### src/rtl/background_writer_pkg.sv
// Screen geometry, address width and shared types for the 1bpp background bitmap writer.
package bg_pkg;

  localparam int SCREEN_W = 640;
  localparam int SCREEN_H = 480;
  localparam int ADDR_W   = 19;

  typedef logic [9:0] coord_t;

  typedef enum logic [1:0] {
    IDLE,
    STREAM,
    DONE
  } bgw_state_t;

endpackage

### src/rtl/background_writer_if.sv
// Command, pixel-stream and RAM write-port bundle for background_writer.
// Defining BG_WRITER_FILL_EN adds the fill/fill_color command fields.
interface background_writer_if;
  import bg_pkg::*;

  logic              start;
  coord_t            x0;
  coord_t            y0;
  coord_t            width;
  coord_t            height;
`ifdef BG_WRITER_FILL_EN
  logic              fill;
  logic              fill_color;
`endif
  logic              pix_valid;
  logic              pix_data;
  logic              pix_ready;
  logic              mem_we;
  logic [ADDR_W-1:0] mem_addr;
  logic              mem_data;
  logic              busy;
  logic              done;

`ifdef BG_WRITER_FILL_EN
  modport master (
    output start, x0, y0, width, height, fill, fill_color, pix_valid, pix_data,
    input  pix_ready, mem_we, mem_addr, mem_data, busy, done
  );
  modport slave (
    input  start, x0, y0, width, height, fill, fill_color, pix_valid, pix_data,
    output pix_ready, mem_we, mem_addr, mem_data, busy, done
  );
`else
  modport master (
    output start, x0, y0, width, height, pix_valid, pix_data,
    input  pix_ready, mem_we, mem_addr, mem_data, busy, done
  );
  modport slave (
    input  start, x0, y0, width, height, pix_valid, pix_data,
    output pix_ready, mem_we, mem_addr, mem_data, busy, done
  );
`endif

endinterface

### src/rtl/background_writer_addr_gen.sv
// Rectangle walker: tracks cx/cy and the running row base, and reports the
// RAM address, last-pixel and off-screen status of the current pixel.
module bg_addr_gen
  import bg_pkg::*;
(
  input  logic              clk,
  input  logic              rst_n,
  input  logic              load_i,
  input  logic              step_i,
  input  coord_t            x0_i,
  input  coord_t            y0_i,
  input  coord_t            width_i,
  input  coord_t            height_i,
  output logic [ADDR_W-1:0] addr_o,
  output logic              last_o,
  output logic              clip_o
);

  localparam int AW1 = ADDR_W + 1;

  coord_t x0_q, x0_d, y0_q, y0_d, width_q, width_d, height_q, height_d;
  coord_t cx_q, cx_d, cy_q, cy_d;
  logic [AW1-1:0] rowBase_q, rowBase_d, addrFull;
  logic [10:0]    xSum, ySum;
  logic           rowEnd;

  assign rowEnd   = (cx_q == width_q - 10'd1);
  assign last_o   = rowEnd && (cy_q == height_q - 10'd1);
  assign xSum     = {1'b0, x0_q} + {1'b0, cx_q};
  assign ySum     = {1'b0, y0_q} + {1'b0, cy_q};
  assign addrFull = rowBase_q + AW1'(x0_q) + AW1'(cx_q);
  assign addr_o   = addrFull[ADDR_W-1:0];
  // Rows far below the screen can overflow the row base; those are clipped anyway.
  assign clip_o   = (xSum >= 11'(SCREEN_W)) || (ySum >= 11'(SCREEN_H)) || addrFull[ADDR_W];

  always_comb begin
    x0_d      = x0_q;
    y0_d      = y0_q;
    width_d   = width_q;
    height_d  = height_q;
    cx_d      = cx_q;
    cy_d      = cy_q;
    rowBase_d = rowBase_q;
    if (load_i) begin
      x0_d      = x0_i;
      y0_d      = y0_i;
      width_d   = width_i;
      height_d  = height_i;
      cx_d      = '0;
      cy_d      = '0;
      rowBase_d = AW1'(y0_i) * AW1'(SCREEN_W);
    end else if (step_i) begin
      if (rowEnd) begin
        cx_d      = '0;
        cy_d      = cy_q + 10'd1;
        rowBase_d = rowBase_q + AW1'(SCREEN_W);
      end else begin
        cx_d = cx_q + 10'd1;
      end
    end
  end

  always_ff @(posedge clk or negedge rst_n) begin
    if (!rst_n) begin
      x0_q      <= '0;
      y0_q      <= '0;
      width_q   <= '0;
      height_q  <= '0;
      cx_q      <= '0;
      cy_q      <= '0;
      rowBase_q <= '0;
    end else begin
      x0_q      <= x0_d;
      y0_q      <= y0_d;
      width_q   <= width_d;
      height_q  <= height_d;
      cx_q      <= cx_d;
      cy_q      <= cy_d;
      rowBase_q <= rowBase_d;
    end
  end

endmodule

### src/rtl/background_writer.sv
// Blits a raster-order 1bpp pixel stream into the background RAM with screen clipping.
// Defining BG_WRITER_FILL_EN adds a solid-fill mode that needs no stream.
module background_writer
  import bg_pkg::*;
(
  input  logic                clk,
  input  logic                rst_n,
  background_writer_if.slave  bus
);

  bgw_state_t        state_q;
  logic              pixReady_q, memWe_q, memData_q, busy_q, done_q;
  logic [ADDR_W-1:0] memAddr_q, genAddr;
  logic              startAcc, emptyRect, beat, pixBit, genLast, genClip;

  assign startAcc  = (state_q == IDLE) && bus.start;
  assign emptyRect = (bus.width == '0) || (bus.height == '0);

`ifdef BG_WRITER_FILL_EN
  logic fillMode_q, fillColor_q;
  // Fill mode writes one pixel every STREAM cycle and never handshakes.
  assign beat   = (state_q == STREAM) && (fillMode_q || (pixReady_q && bus.pix_valid));
  assign pixBit = fillMode_q ? fillColor_q : bus.pix_data;
`else
  assign beat   = (state_q == STREAM) && pixReady_q && bus.pix_valid;
  assign pixBit = bus.pix_data;
`endif

  bg_addr_gen u_addr_gen (
    .clk      (clk),
    .rst_n    (rst_n),
    .load_i   (startAcc),
    .step_i   (beat),
    .x0_i     (bus.x0),
    .y0_i     (bus.y0),
    .width_i  (bus.width),
    .height_i (bus.height),
    .addr_o   (genAddr),
    .last_o   (genLast),
    .clip_o   (genClip)
  );

  always_ff @(posedge clk or negedge rst_n) begin
    if (!rst_n) begin
      state_q     <= IDLE;
      pixReady_q  <= 1'b0;
      memWe_q     <= 1'b0;
      memAddr_q   <= '0;
      memData_q   <= 1'b0;
      busy_q      <= 1'b0;
      done_q      <= 1'b0;
`ifdef BG_WRITER_FILL_EN
      fillMode_q  <= 1'b0;
      fillColor_q <= 1'b0;
`endif
    end else begin
      memWe_q <= beat && !genClip;
      if (beat) begin
        memAddr_q <= genAddr;
        memData_q <= pixBit;
      end
      done_q <= 1'b0;
      case (state_q)
        IDLE: begin
          if (bus.start) begin
            busy_q  <= 1'b1;
            state_q <= emptyRect ? DONE : STREAM;
`ifdef BG_WRITER_FILL_EN
            fillMode_q  <= bus.fill;
            fillColor_q <= bus.fill_color;
            pixReady_q  <= !emptyRect && !bus.fill;
`else
            pixReady_q  <= !emptyRect;
`endif
          end
        end
        STREAM: begin
          if (beat && genLast) begin
            state_q    <= DONE;
            pixReady_q <= 1'b0;
          end
        end
        DONE: begin
          done_q  <= 1'b1;
          busy_q  <= 1'b0;
          state_q <= IDLE;
        end
        default: state_q <= IDLE;
      endcase
    end
  end

  assign bus.pix_ready = pixReady_q;
  assign bus.mem_we    = memWe_q;
  assign bus.mem_addr  = memAddr_q;
  assign bus.mem_data  = memData_q;
  assign bus.busy      = busy_q;
  assign bus.done      = done_q;

endmodule
### src/flat_wrapper.sv
// flat-port wrapper written by rule: the top's interface ports become plain ports
module background_writer_flat import bg_pkg::*;
  (clk, rst_n, bus_start, bus_x0, bus_y0, bus_width, bus_height, bus_pix_valid, bus_pix_data, bus_pix_ready, bus_mem_we, bus_mem_addr, bus_mem_data, bus_busy, bus_done);
  background_writer_if bus_i ();
  input  logic clk;
  input  logic rst_n;
  input wire logic [$bits(bus_i.start)-1:0] bus_start;
  input wire logic [$bits(bus_i.x0)-1:0] bus_x0;
  input wire logic [$bits(bus_i.y0)-1:0] bus_y0;
  input wire logic [$bits(bus_i.width)-1:0] bus_width;
  input wire logic [$bits(bus_i.height)-1:0] bus_height;
  input wire logic [$bits(bus_i.pix_valid)-1:0] bus_pix_valid;
  input wire logic [$bits(bus_i.pix_data)-1:0] bus_pix_data;
  output wire logic [$bits(bus_i.pix_ready)-1:0] bus_pix_ready;
  output wire logic [$bits(bus_i.mem_we)-1:0] bus_mem_we;
  output wire logic [$bits(bus_i.mem_addr)-1:0] bus_mem_addr;
  output wire logic [$bits(bus_i.mem_data)-1:0] bus_mem_data;
  output wire logic [$bits(bus_i.busy)-1:0] bus_busy;
  output wire logic [$bits(bus_i.done)-1:0] bus_done;
  assign bus_i.start = bus_start;
  assign bus_i.x0 = bus_x0;
  assign bus_i.y0 = bus_y0;
  assign bus_i.width = bus_width;
  assign bus_i.height = bus_height;
  assign bus_i.pix_valid = bus_pix_valid;
  assign bus_i.pix_data = bus_pix_data;
  assign bus_pix_ready = bus_i.pix_ready;
  assign bus_mem_we = bus_i.mem_we;
  assign bus_mem_addr = bus_i.mem_addr;
  assign bus_mem_data = bus_i.mem_data;
  assign bus_busy = bus_i.busy;
  assign bus_done = bus_i.done;
  background_writer u_core (.clk(clk), .rst_n(rst_n), .bus(bus_i));
endmodule
### config.mk
export PLATFORM = sky130hd
export DESIGN_NAME = background_writer_flat
export DESIGN_NICKNAME = d
export VERILOG_FILES = /design/src/rtl/background_writer_pkg.sv /design/src/rtl/background_writer_if.sv /design/src/rtl/background_writer_addr_gen.sv /design/src/rtl/background_writer.sv /design/src/flat_wrapper.sv
export SDC_FILE = /design/constraint.sdc
export NUM_CORES = 1
export LEC_CHECK = 0
export CAP_MARGIN = 20
export CORE_MARGIN = 2
export CORE_UTILIZATION = 25
export DETAILED_ROUTE_END_ITERATION = 6
export DONT_BUFFER_PORTS = 1
export PLACE_DENSITY = 0.48
export SKIP_CTS_REPAIR_TIMING = 1
export SYNTH_ARGS = -nofsm -noshare
export SYNTH_HDL_FRONTEND = slang
export SYNTH_HIERARCHICAL = 1
export SYNTH_SLANG_ARGS = --single-unit
### constraint.sdc
create_clock -name clk -period 3.9 [get_ports clk]
set_input_delay 0.585 -clock clk [delete_from_list [all_inputs] [get_ports clk]]
set_output_delay 0.585 -clock clk [all_outputs]
set_load 0.02 [all_outputs]
==> flow_summary.json <==
{
  "cts_tree": "yes",
  "first_pass_iters": 7,
  "cts_max_path_buffers": 2,
  "die-area_sq_um": 28700,
  "antenna_found_initial": 0,
  "cp.required_ns": 4.15,
  "ys_seq_elements": 99,
  "synth_flop_cell": "dfrtp_1",
  "initial_core_util": 0.255,
  "synth.top_cell.area_share": 0.362,
  "critPathLaunchType": "register",
  "synth_area_leaders": "dfrtp_1, ha_1, mux2_2",
  "hold_violations": 0,
  "dpl_cell_area_sq_um": 7180,
  "syn_area_per_cell_sq_um": 9.93,
  "detail-route-antenna-nets": 0,
  "clock_sinks": 99,
  "drc_errors": 0,
  "coreArea_sq_um": 26900,
  "relSlewSlack": 0.619,
  "vdd_drop_max_mv": 0.266,
  "use_met3": 0.0359,
  "io_buffers": 0,
  "ios": 69,
  "clk_pin_slew_ns": 0.07,
  "stdcell_area_sq_um": 7510,
  "antenna_cells": 0,
  "finClkSkew_ns": 0.00769,
  "synth.distinct_cells": 74,
  "grt_overflow": 0,
  "max_freq_ghz": 0.320,
  "cts_buffers": 9,
  "final_net_count": 784,
  "grtUsageMet2": 0.191,
  "use_met1": 0.163,
  "cts_root_buf": "clkbuf_16",
  "netlist_area_sq_um": 6840,
  "drive_gt1_frac": 0.137,
  "maxCapViolCount": 0,
  "fp-row-count": 60,
  "hpwlAfterDp_um": 12600,
  "syn2layout_area_growth_pct": 9.80,
  "setup_viol": 0,
  "routed_wl_um": 16600,
  "leakage_nw": 3.12,
  "viasPerCell": 4.83,
  "syn_inst": 689,
  "arrival_ns": 3.37,
  "clk_latency_ns": 0.35,
  "die_w_um": 169,
  "path_class": "register to register",
  "async_flop_share": 1.00,
  "grt_setup_unrepaired": "no",
  "hp-class": "input pin to async pin",
  "fin_crit_ns": 3.13,
  "synth_area_leader_cell": "dfrtp_1",
  "yosysSeqAreaShare": 0.362,
  "crit_fanout": 6,
  "power_density_nw_per_um2": 734,
  "grt_first_pass_wirelength_um": 27100,
  "status": "finished clean",
  "syn-num-nets": 794,
  "htree_levels": 3,
  "drtIter0Drc": 215,
  "grt_max_degree": 100,
  "worstSetupEndpointType": "register",
  "grt_pass1_vias": 4806,
  "maxSlewViolCount": 0,
  "finalSetupTns_ns": 0,
  "busiest_layer": "met2",
  "place_congestion": 0.777,
  "ys_warn_count": 6,
  "die_y_um": 169,
  "synth_edf_count": 0,
  "wl_per_cell_um": 16.2,
  "fin_hold_ws_ns": 0.132,
  "grt_use_total": 0.120,
  "tightest_slew_ns": 0.566,
  "post-route-period-util": 0.802,
  "num_vias": 4946
}
## metal layers
metal,share of wire,vias to the layer above
met2,0.46,76
met3,0.050,12
met5,0,-
met4,0.011,0
li1,-,2479
met1,0.48,2379
## cells in the final DEF, fill, tap and decap left out, types with 10 or more instances in the layout
master,n
mux2_2,50
dfrtp_1,99
ha_1,52
a21oi_1,24
nor3_1,23
nor2_1,46
xnor2_1,35
xor2_1,24
nand2_1,48
nand3_1,19
o21ai_0,36
nor2b_1,12
nand4_1,10
inv_1,26
## logic make-up after synthesis
| kind of cell | count (synthesis) | share of synthesized area |
|---|---|---|
| compound gates | 132 | 0.129 |
| xor+xnor | 59 | 0.0755 |
| fa+ha+maj | 60 | 0.119 |
| buf+inv | 52 | 0.0313 |
| flops | 99 | 0.362 |
| mux | 61 | 0.0993 |
| simple gates | 226 | 0.184 |
## power breakdown
part | switching [mW] | internal, mW | total (mW) | leakage (nW)
registers | 0.617 | 1.44 | 2.06 | 1.18
logic | 1.30 | 1.22 | 2.52 | 1.78
clock network | 0.406 | 0.532 | 0.938 | 0.153
## final timing paths
path                                                start                       endpoint  slack, ns  cells after the start
worst max-delay path            u_core/u_addr_gen/cx_q[1]        u_core/bus.mem_addr[15]       0.77                     12
worst min-delay path                                rst_n            u_core/bus.mem_data       0.13                      1
worst max register to register  u_core/u_addr_gen/cx_q[1]        u_core/bus.mem_addr[15]       0.77                     12
worst min register to register  u_core/u_addr_gen/x0_q[2]      u_core/u_addr_gen/x0_q[2]       0.53                      1
max in group asynchronous                           rst_n  u_core/u_addr_gen/height_q[8]       3.32                      1
min in group clk                            bus_height[0]  u_core/u_addr_gen/height_q[0]       0.35                      2
## final cells by class
class | count | area (sq um)
Clock buffer | 12 | 256
Inverter | 27 | 103
Tap cell | 341 | 427
Sequential cell | 99 | 2480
Timing Repair Buffer | 4 | 50.0
Clock inverter | 4 | 48.8
Multi-Input combinational cell | 538 | 4150
Fill cell | 2822 | 19400
## state kept, by name (all words and copies together) (netlist names)
signal / flops
u_core/bus.mem_addr: 19
u_core/u_addr_gen/rowBase_q: 13
u_core/u_addr_gen/cx_q: 10
u_core/u_addr_gen/cy_q: 10
u_core/u_addr_gen/height_q: 10
u_core/u_addr_gen/width_q: 10
u_core/u_addr_gen/x0_q: 10
u_core/u_addr_gen/y0_q: 10
u_core/state_q: 2
u_core/bus.busy: 1
u_core/bus.done: 1
u_core/bus.mem_data: 1
u_core/bus.mem_we: 1
u_core/bus.pix_ready: 1
## metrics by stage
step / utilization / power [mW] / cells / worst slack (ns)
CTS: 0.278 / 5.59 / 1024 / 0.742
global route: 0.280 / 6.04 / 1025 / 0.541
detailed placement: 0.267 / 4.62 / 1008 / 0.760
finish: 0.280 / 5.51 / 1025 / 0.771
global placement: 0.267 / 4.59 / 1008 / 0.779
floorplan: - / 4.03 / 689 / 1.12
## worst max-delay path: stages, from the launching register on
cell and delay (ns):
dfrtp_1 0.47, ha_1 0.34, ha_1 0.17, inv_1 0.06
fa_1 0.39, nor2b_1 0.18, o2111ai_1 0.17, a31oi_1 0.36
a21o_1 0.17, a21o_1 0.19, nand4_1 0.13, xnor2_1 0.15
mux2_2 0.25
## Yosys cell counts (all sizes together) (8+ instances only)
library cell / n
nand4: 11
ha: 52
mux2: 55
nand3: 19
o211ai: 8
xnor2: 35
and2: 9
xor2: 24
dfrtp: 99
nor2: 46
nand2: 49
fa: 8
nor2b: 12
a21oi: 24
o21ai: 38
inv: 27
and3: 9
nor4: 10
a21o: 8
clkbuf: 19
nor3: 23
No activity file was read; power rests on OpenSTA's default activity.
